**src/rtl/smart_ctrl.sv**
```systemverilog
// SMART access-protection sequencer: peripheral-mapped region bounds, trusted-region
// entry/exit FSM and violation-to-reset stretcher.
module smart_ctrl #(
    parameter logic [14:0] BASE_ADDR      = 15'h0190,
    parameter int unsigned RST_CYCLES     = 4,
    parameter logic [15:0] LOW_CODE_INIT  = 16'h0000,
    parameter logic [15:0] HIGH_CODE_INIT = 16'h0000,
    parameter logic [15:0] LOW_SAFE_INIT  = 16'h0000,
    parameter logic [15:0] HIGH_SAFE_INIT = 16'h0000
) (
    input  logic        mclk,
    input  logic        puc_rst,
    input  logic [13:0] per_addr,
    input  logic [15:0] per_din,
    input  logic        per_en,
    input  logic [1:0]  per_we,
    output logic [15:0] per_dout,
    input  logic [15:0] mem_addr,
    input  logic        mem_en,
    input  logic [15:0] ins_addr,
    input  logic        disable_debug,
    output logic        in_safe_area,
    output logic        mem_block,
    output logic        viol_reset
);

    typedef enum logic [1:0] {OUTSIDE, INSIDE, HOLD} state_t;

    localparam logic [7:0] HOLD_LOAD = 8'(RST_CYCLES - 1);

    state_t      state, state_nxt;
    logic [7:0]  cnt, cnt_nxt;
    logic        viol_reset_q;

    logic        enable, lock, viol_flag;
    logic [15:0] low_code, high_code, low_safe, high_safe;

    logic        sel, wr;
    logic [2:0]  idx;
    logic        ctrl_wr, bound_wr_ok;
    logic        code_hit, safe_hit, viol, enter_hold;
    logic [15:0] rdata;

    function automatic logic [15:0] byte_merge(input logic [15:0] cur,
                                               input logic [15:0] din,
                                               input logic [1:0]  we);
        logic [15:0] res;
        res = cur;
        if (we[0]) res[7:0]  = din[7:0];
        if (we[1]) res[15:8] = din[15:8];
        return res;
    endfunction

    assign sel         = per_en && (per_addr[13:3] == BASE_ADDR[14:4]);
    assign idx         = per_addr[2:0];
    assign wr          = sel && (per_we != 2'b00);
    assign ctrl_wr     = wr && (idx == 3'd0) && per_we[0];
    // Bounds are frozen by LOCK and also while trusted code is executing.
    assign bound_wr_ok = wr && !lock && (state != INSIDE);

    assign code_hit   = (ins_addr >= low_code) && (ins_addr <= high_code);
    assign safe_hit   = mem_en && (mem_addr >= low_safe) && (mem_addr <= high_safe);
    assign viol       = enable && !disable_debug && (state == OUTSIDE) &&
                        (safe_hit || (code_hit && (ins_addr != low_code)));
    assign enter_hold = viol;
    assign mem_block  = viol && safe_hit;

    always_ff @(posedge mclk) begin
        if (puc_rst) begin
            enable    <= 1'b0;
            lock      <= 1'b0;
            viol_flag <= 1'b0;
        end else begin
            if (ctrl_wr && !lock) enable <= per_din[0];
            if (ctrl_wr && per_din[1]) lock <= 1'b1;
            // Hardware set has priority over a same-cycle W1C.
            if (enter_hold)                  viol_flag <= 1'b1;
            else if (ctrl_wr && per_din[2])  viol_flag <= 1'b0;
        end
    end

    always_ff @(posedge mclk) begin
        if (puc_rst) begin
            low_code  <= LOW_CODE_INIT;
            high_code <= HIGH_CODE_INIT;
            low_safe  <= LOW_SAFE_INIT;
            high_safe <= HIGH_SAFE_INIT;
        end else if (bound_wr_ok) begin
            case (idx)
                3'd1:    low_code  <= byte_merge(low_code,  per_din, per_we);
                3'd2:    high_code <= byte_merge(high_code, per_din, per_we);
                3'd3:    low_safe  <= byte_merge(low_safe,  per_din, per_we);
                3'd4:    high_safe <= byte_merge(high_safe, per_din, per_we);
                default: ;
            endcase
        end
    end

    always_comb begin
        rdata = 16'h0000;
        case (idx)
            3'd0:    rdata = {12'h000, (state == INSIDE), viol_flag, lock, enable};
            3'd1:    rdata = low_code;
            3'd2:    rdata = high_code;
            3'd3:    rdata = low_safe;
            3'd4:    rdata = high_safe;
            default: rdata = 16'h0000;
        endcase
    end

    assign per_dout = (sel && (per_we == 2'b00)) ? rdata : 16'h0000;

    always_ff @(posedge mclk) begin
        if (puc_rst) begin
            state        <= OUTSIDE;
            cnt          <= 8'd0;
            viol_reset_q <= 1'b0;
        end else begin
            state        <= state_nxt;
            cnt          <= cnt_nxt;
            viol_reset_q <= (state_nxt == HOLD);
        end
    end

    always_comb begin
        state_nxt = state;
        cnt_nxt   = cnt;
        case (state)
            OUTSIDE: begin
                if (viol) begin
                    state_nxt = HOLD;
                    cnt_nxt   = HOLD_LOAD;
                end else if (enable && (ins_addr == low_code)) begin
                    state_nxt = INSIDE;
                end
            end
            INSIDE: begin
                if (!code_hit || !enable) state_nxt = OUTSIDE;
            end
            HOLD: begin
                if (cnt == 8'd0) state_nxt = OUTSIDE;
                else             cnt_nxt   = cnt - 8'd1;
            end
            default: state_nxt = OUTSIDE;
        endcase
    end

    assign in_safe_area = (state == INSIDE);
    assign viol_reset   = viol_reset_q;

endmodule

```
**config.mk**
```make
export PLATFORM = sky130hd
export DESIGN_NAME = smart_ctrl
export DESIGN_NICKNAME = d
export VERILOG_FILES = /design/src/rtl/smart_ctrl.sv
export SDC_FILE = /design/constraint.sdc
export NUM_CORES = 1
export LEC_CHECK = 0
export BUFFER_PORTS_ARGS = -buffer_cell sky130_fd_sc_hd__buf_2
export CAP_MARGIN = 10
export CORE_ASPECT_RATIO = 1.5
export CORE_MARGIN = 2
export CORE_UTILIZATION = 51
export CTS_BUF_LIST = sky130_fd_sc_hd__clkbuf_2 sky130_fd_sc_hd__clkbuf_4 sky130_fd_sc_hd__clkbuf_8
export DETAILED_ROUTE_END_ITERATION = 8
export PLACE_DENSITY = 0.75
export SLEW_MARGIN = 20
export SYNTH_ARGS = -nofsm -noshare
export SYNTH_HDL_FRONTEND = slang
export SYNTH_SLANG_ARGS = --single-unit
```
**constraint.sdc**
```tcl
create_clock -name mclk -period 2.7 [get_ports mclk]
set_input_delay 0 -clock mclk [delete_from_list [all_inputs] [get_ports mclk]]
set_output_delay 0 -clock mclk [all_outputs]
set_load 0.005 [all_outputs]
```
==> out/summary.md <==
The floorplan step defined a die boundary enclosing 0.01099 mm2. For the least setup slack across all paths after layout, the log shows 145.2 ps. The critical path in this run is classified as reg -> reg.

The critical path buffer and inverter count came out at 1. Summed over all cells, the static leakage comes to 2.303 nW. The area of the mapped netlist was 0.005179 mm2; the number of buffers created by CTS was 9. For this configuration, the core starts out at a cell density of 51.67%. The Yosys step of the flow raised 0 warnings. Among the stages of the critical path, the cell type that occurs most often is sky130_fd_sc_hd__o221a_1.

In this run the tightest slew margin relative to its limit is 42.59%. The start of the worst register-to-register path is high_safe[10]$_SDFFE_PP0P_. The final hold violation count was 0; the count of cell types in the netlist was 49. At the later pin of the worst-skew pair, clock insertion delay measures 360 ps.

Counting cells, the worst reg-to-reg path comes to 8. For the count of buffers added by post-CTS timing repair for setup, the log shows 0. After synthesis, the mean cell area works out to 8.434 um2. The largest voltage drop on the vdd net came out at 0.3277 mV. Global routing used 26.49% of the available tracks.

The via count of the first global-routing pass is 4794, and the number of antenna violations at the first check in global routing is 0. The first detailed-routing pass took 5 iterations. The final sum of negative setup slack came out at 0 ps. Ranked by total cell area, the synthesized netlist is headed by sky130_fd_sc_hd__dfxtp_1 (30%), sky130_fd_sc_hd__ha_1 (16%), sky130_fd_sc_hd__mux2i_1 (14%). Post-route fraction of the period consumed by the critical path: 94.62%.

The remaining global-route overflow came out at 0. The critical path starts at high_safe[10]$_SDFFE_PP0P_. For this run, design rule violations remaining after detail routing come to 0.

The arrival time reported for the critical path endpoint is 2810 ps. Quantity of I/O buffers inserted on ports: 87. On the worst path, the slowest cell contributes a delay of 500 ps. CTS saw 78 sinks. For this block, the initial DRC count from the detailed router was 318. After detailed routing, the average wire length per cell comes to 17.36 um. For this design the top-level I/O count stands at 88.

Sequential cells were found to cover 30.15% of the synthesized design area. The number of vias per cell was 5.812; the synthesis-to-finish area growth was 18.46%. The placer's final routability congestion estimate was 0.9573; the biggest fanout along the worst timing path was 10. The worst register-to-register path ends at cnt[0]$_SDFFE_PP0P_. The die is 86.28 um wide. The root buffer selected by CTS was sky130_fd_sc_hd__clkbuf_8. The core region is 0.01002 mm2.

The detailed router placed 4876 vias in this run. The clock transition at the registers of the reported paths was 90 ps. The run finished with clean final reports. STA classifies the critical path endpoint as a flop. After the last flow step, the layout net total stands at 851. The number of standard cells after synthesis is 614. Area fraction of the dominant cell type after synthesis: 30.15%. Top achievable clock speed: 0.3914 GHz. TritonCTS built the clock tree. Actual slew at the worst max-slew pin: 856.5 ps. The final setup violation count was 0; the async set or reset register ratio after synthesis was 0%.

The wire length of the first global-routing pass came out at 23.02 mm. Entering global routing, the biggest net connects 40 pins. Setup repair after global routing left no endpoint under its margin. Summed over all instances, the cell type with the most area after synthesis is sky130_fd_sc_hd__dfxtp_1. Across the run, the number of max-cap violations was 0. The count of nets left with antenna violations once routing finished came out at 0. Cell class contributing the biggest share of worst-path delay: compound AO/OA/AOI/OAI gates.

When the netlist entered floorplanning its net count stood at 748. The final layout contains routed wiring with a total length of 14.57 mm. The number of synthesized register bits works out to 78. The signal on the critical path passes through inv_1, ha_1, nand4_1, or4_4, o221a_1, o2111ai_4, o221ai_4, o221a_1. The data required time at the worst endpoint is 2960 ps. For this run, the leading register cell type out of synthesis is sky130_fd_sc_hd__dfxtp_1.

The worst path in the final design needs a cycle of 2555 ps, including I/O delays and setup. The maximum clock path buffer count came out at 2. The number of enable-type register cells in the synthesized netlist was 0; the fraction of layout cells with a size suffix above 1 was 18.01%.

The H-tree was split into 3 levels. The max-slew violation count was 0; the post-route clock skew was 13.53 ps. The die extent in y was 127.4 um.

In this run the worst setup path terminates at cnt[0]$_SDFFE_PP0P_. The worst setup path is launched from a flop. The worst slack at placement is 83.59 ps, and the filler cell count is 902. For the number of placement rows, the log shows 45. The power per cell area was 383.4 mW/mm2; the number of gates on the worst path with buffers counted was 8. The number of antenna diodes came out at 0. The path type of the worst min-delay path is in -> reg.

For flop-to-flop paths, the worst setup slack is 150 ps. Placed wire-length estimate after detailed placement: 11.58 mm. The slowest stage of the critical path belongs to the cell sky130_fd_sc_hd__or4_4.
[layout by cell type (no fill, tap or decap), types with 3 or more instances in the layout]
master | synthesis | layout
sky130_fd_sc_hd__o22a_1 | 4 | 4
sky130_fd_sc_hd__nor3_1 | 9 | 9
sky130_fd_sc_hd__buf_4 | 0 | 8
sky130_fd_sc_hd__nand3_1 | 12 | 12
sky130_fd_sc_hd__dlygate4sd3_1 | 0 | 18
sky130_fd_sc_hd__nor2b_1 | 7 | 7
sky130_fd_sc_hd__nor2_2 | 6 | 5
sky130_fd_sc_hd__nand2b_1 | 8 | 8
sky130_fd_sc_hd__a22oi_1 | 15 | 15
sky130_fd_sc_hd__o21ai_0 | 12 | 12
sky130_fd_sc_hd__buf_2 | 2 | 87
sky130_fd_sc_hd__a21oi_1 | 39 | 39
sky130_fd_sc_hd__nor2_1 | 99 | 99
sky130_fd_sc_hd__a211oi_1 | 3 | 3
sky130_fd_sc_hd__inv_1 | 73 | 73
sky130_fd_sc_hd__clkbuf_8 | 0 | 10
sky130_fd_sc_hd__a31oi_1 | 3 | 3
sky130_fd_sc_hd__ha_1 | 65 | 65
sky130_fd_sc_hd__nand4_1 | 8 | 8
sky130_fd_sc_hd__mux2i_1 | 72 | 72
sky130_fd_sc_hd__a221oi_1 | 11 | 10
sky130_fd_sc_hd__nor3_2 | 3 | 3
sky130_fd_sc_hd__dfxtp_1 | 78 | 78
sky130_fd_sc_hd__a311oi_2 | 3 | 3
sky130_fd_sc_hd__nand2_1 | 26 | 26
sky130_fd_sc_hd__and4_1 | 3 | 3
[kinds of logic (layout without fill, tap and decap cells)]
group	after synthesis	count (layout)	synth area share (%)
buf+inv	94	202	6.861
compound gates	110	110	15.49
flops	78	78	30.15
simple gates	195	195	17.88
mux	72	72	13.92
fa+ha+maj	65	65	15.70
[synth_stat cells, types with 3 or more instances]
cell                       number
sky130_fd_sc_hd__and4_1         3
sky130_fd_sc_hd__a311oi_2       3
sky130_fd_sc_hd__nand4_1        8
sky130_fd_sc_hd__nand2b_1       8
sky130_fd_sc_hd__o21ai_0       12
sky130_fd_sc_hd__o22a_1         4
sky130_fd_sc_hd__ha_1          65
sky130_fd_sc_hd__inv_1         73
sky130_fd_sc_hd__nand2_1       26
sky130_fd_sc_hd__nand3_1       12
sky130_fd_sc_hd__a221oi_1      11
sky130_fd_sc_hd__nor2b_1        7
sky130_fd_sc_hd__a211oi_1       3
sky130_fd_sc_hd__nor2_1        99
sky130_fd_sc_hd__nor2_2         6
sky130_fd_sc_hd__clkbuf_1      18
sky130_fd_sc_hd__a22oi_1       15
sky130_fd_sc_hd__nor3_1         9
sky130_fd_sc_hd__a21oi_1       39
sky130_fd_sc_hd__dfxtp_1       78
sky130_fd_sc_hd__nor3_2         3
sky130_fd_sc_hd__a31oi_1        3
sky130_fd_sc_hd__mux2i_1       72
[timing repair]
| action | 4_1_cts | 5_1_grt |
|---|---|---|
| hold buffers | 18 | 0 |
| hold endpoints to repair | 64 | 0 |
| gates resized for setup | 0 | 2 |
| setup endpoints to repair | 0 | 3 |
[per-stage QoR]
step | total power [W] | cell area, um2 | hold WS, ps | util [%] | cells
floorplan | 0.001316 | 5179 | 118.1 | - | 614
global placement | 0.001432 | 5739 | 239.7 | 57.27 | 805
detailed placement | 0.001442 | 5739 | 249.1 | 57.27 | 805
CTS | 0.002358 | 6123 | 99.55 | 61.10 | 839
global route | 0.002434 | 6135 | 107.6 | 61.21 | 839
finish | 0.002352 | 6135 | 111.9 | 61.21 | 839
[how the worst min path moves through the flow]
stage | startpoint | endpoint | cells past startpoint
after floorplan | mem_en | mem_block | 2
after global placement | puc_rst | high_safe[2]$_SDFFE_PP0P_ | 2
after detailed placement | puc_rst | high_safe[1]$_SDFFE_PP0P_ | 2
after CTS | mem_en | viol_flag$_SDFFE_PP0P_ | 4
after global routing | mem_en | viol_flag$_SDFFE_PP0P_ | 4
final | mem_en | viol_flag$_SDFFE_PP0P_ | 4
[power breakdown]
group / leakage (nW) / total [W] / internal [W] / switching [W]
registers: 0.628 / 0.00115 / 0.00115 / 0.0000000143
clock network: 0.0990 / 0.000914 / 0.000463 / 0.000451
logic: 1.58 / 0.000289 / 0.000124 / 0.000165
[layout make-up]
| class | instances | area (um2) | area share, % |
|---|---|---|---|
| multi-input combinational | 442 | 3273 | 53.36 |
| timing repair buffer | 113 | 675.6 | 11.01 |
| clock buffer | 11 | 145.1 | 2.366 |
| sequential | 78 | 1562 | 25.45 |
| clock inverter | 5 | 58.81 | 0.9586 |
| tap | 117 | 146.4 | 2.386 |
| inverter | 73 | 274.0 | 4.467 |
[worst min-delay path, cell delays in order]
cell	delay, ps
sky130_fd_sc_hd__buf_2	120
sky130_fd_sc_hd__o2111ai_4	90
sky130_fd_sc_hd__o211a_1	170
sky130_fd_sc_hd__nor2_1	40
[state kept, by name, summed over array words and instances, names as in the netlist]
signal / count
viol_reset: 1
low_safe: 16
high_safe: 16
cnt: 8
state: 2
viol_flag: 1
low_code: 16
enable: 1
lock: 1
high_code: 16
[routing by layer]
metal	global-route usage [%]	wire [um]	share of wire (%)
met3	2.778	534	3.7
met4	10.02	431	3.0
met5	0	0	0
met1	30.71	6085	42
met2	49.16	7515	52
No activity file was read; power rests on OpenSTA's default activity.
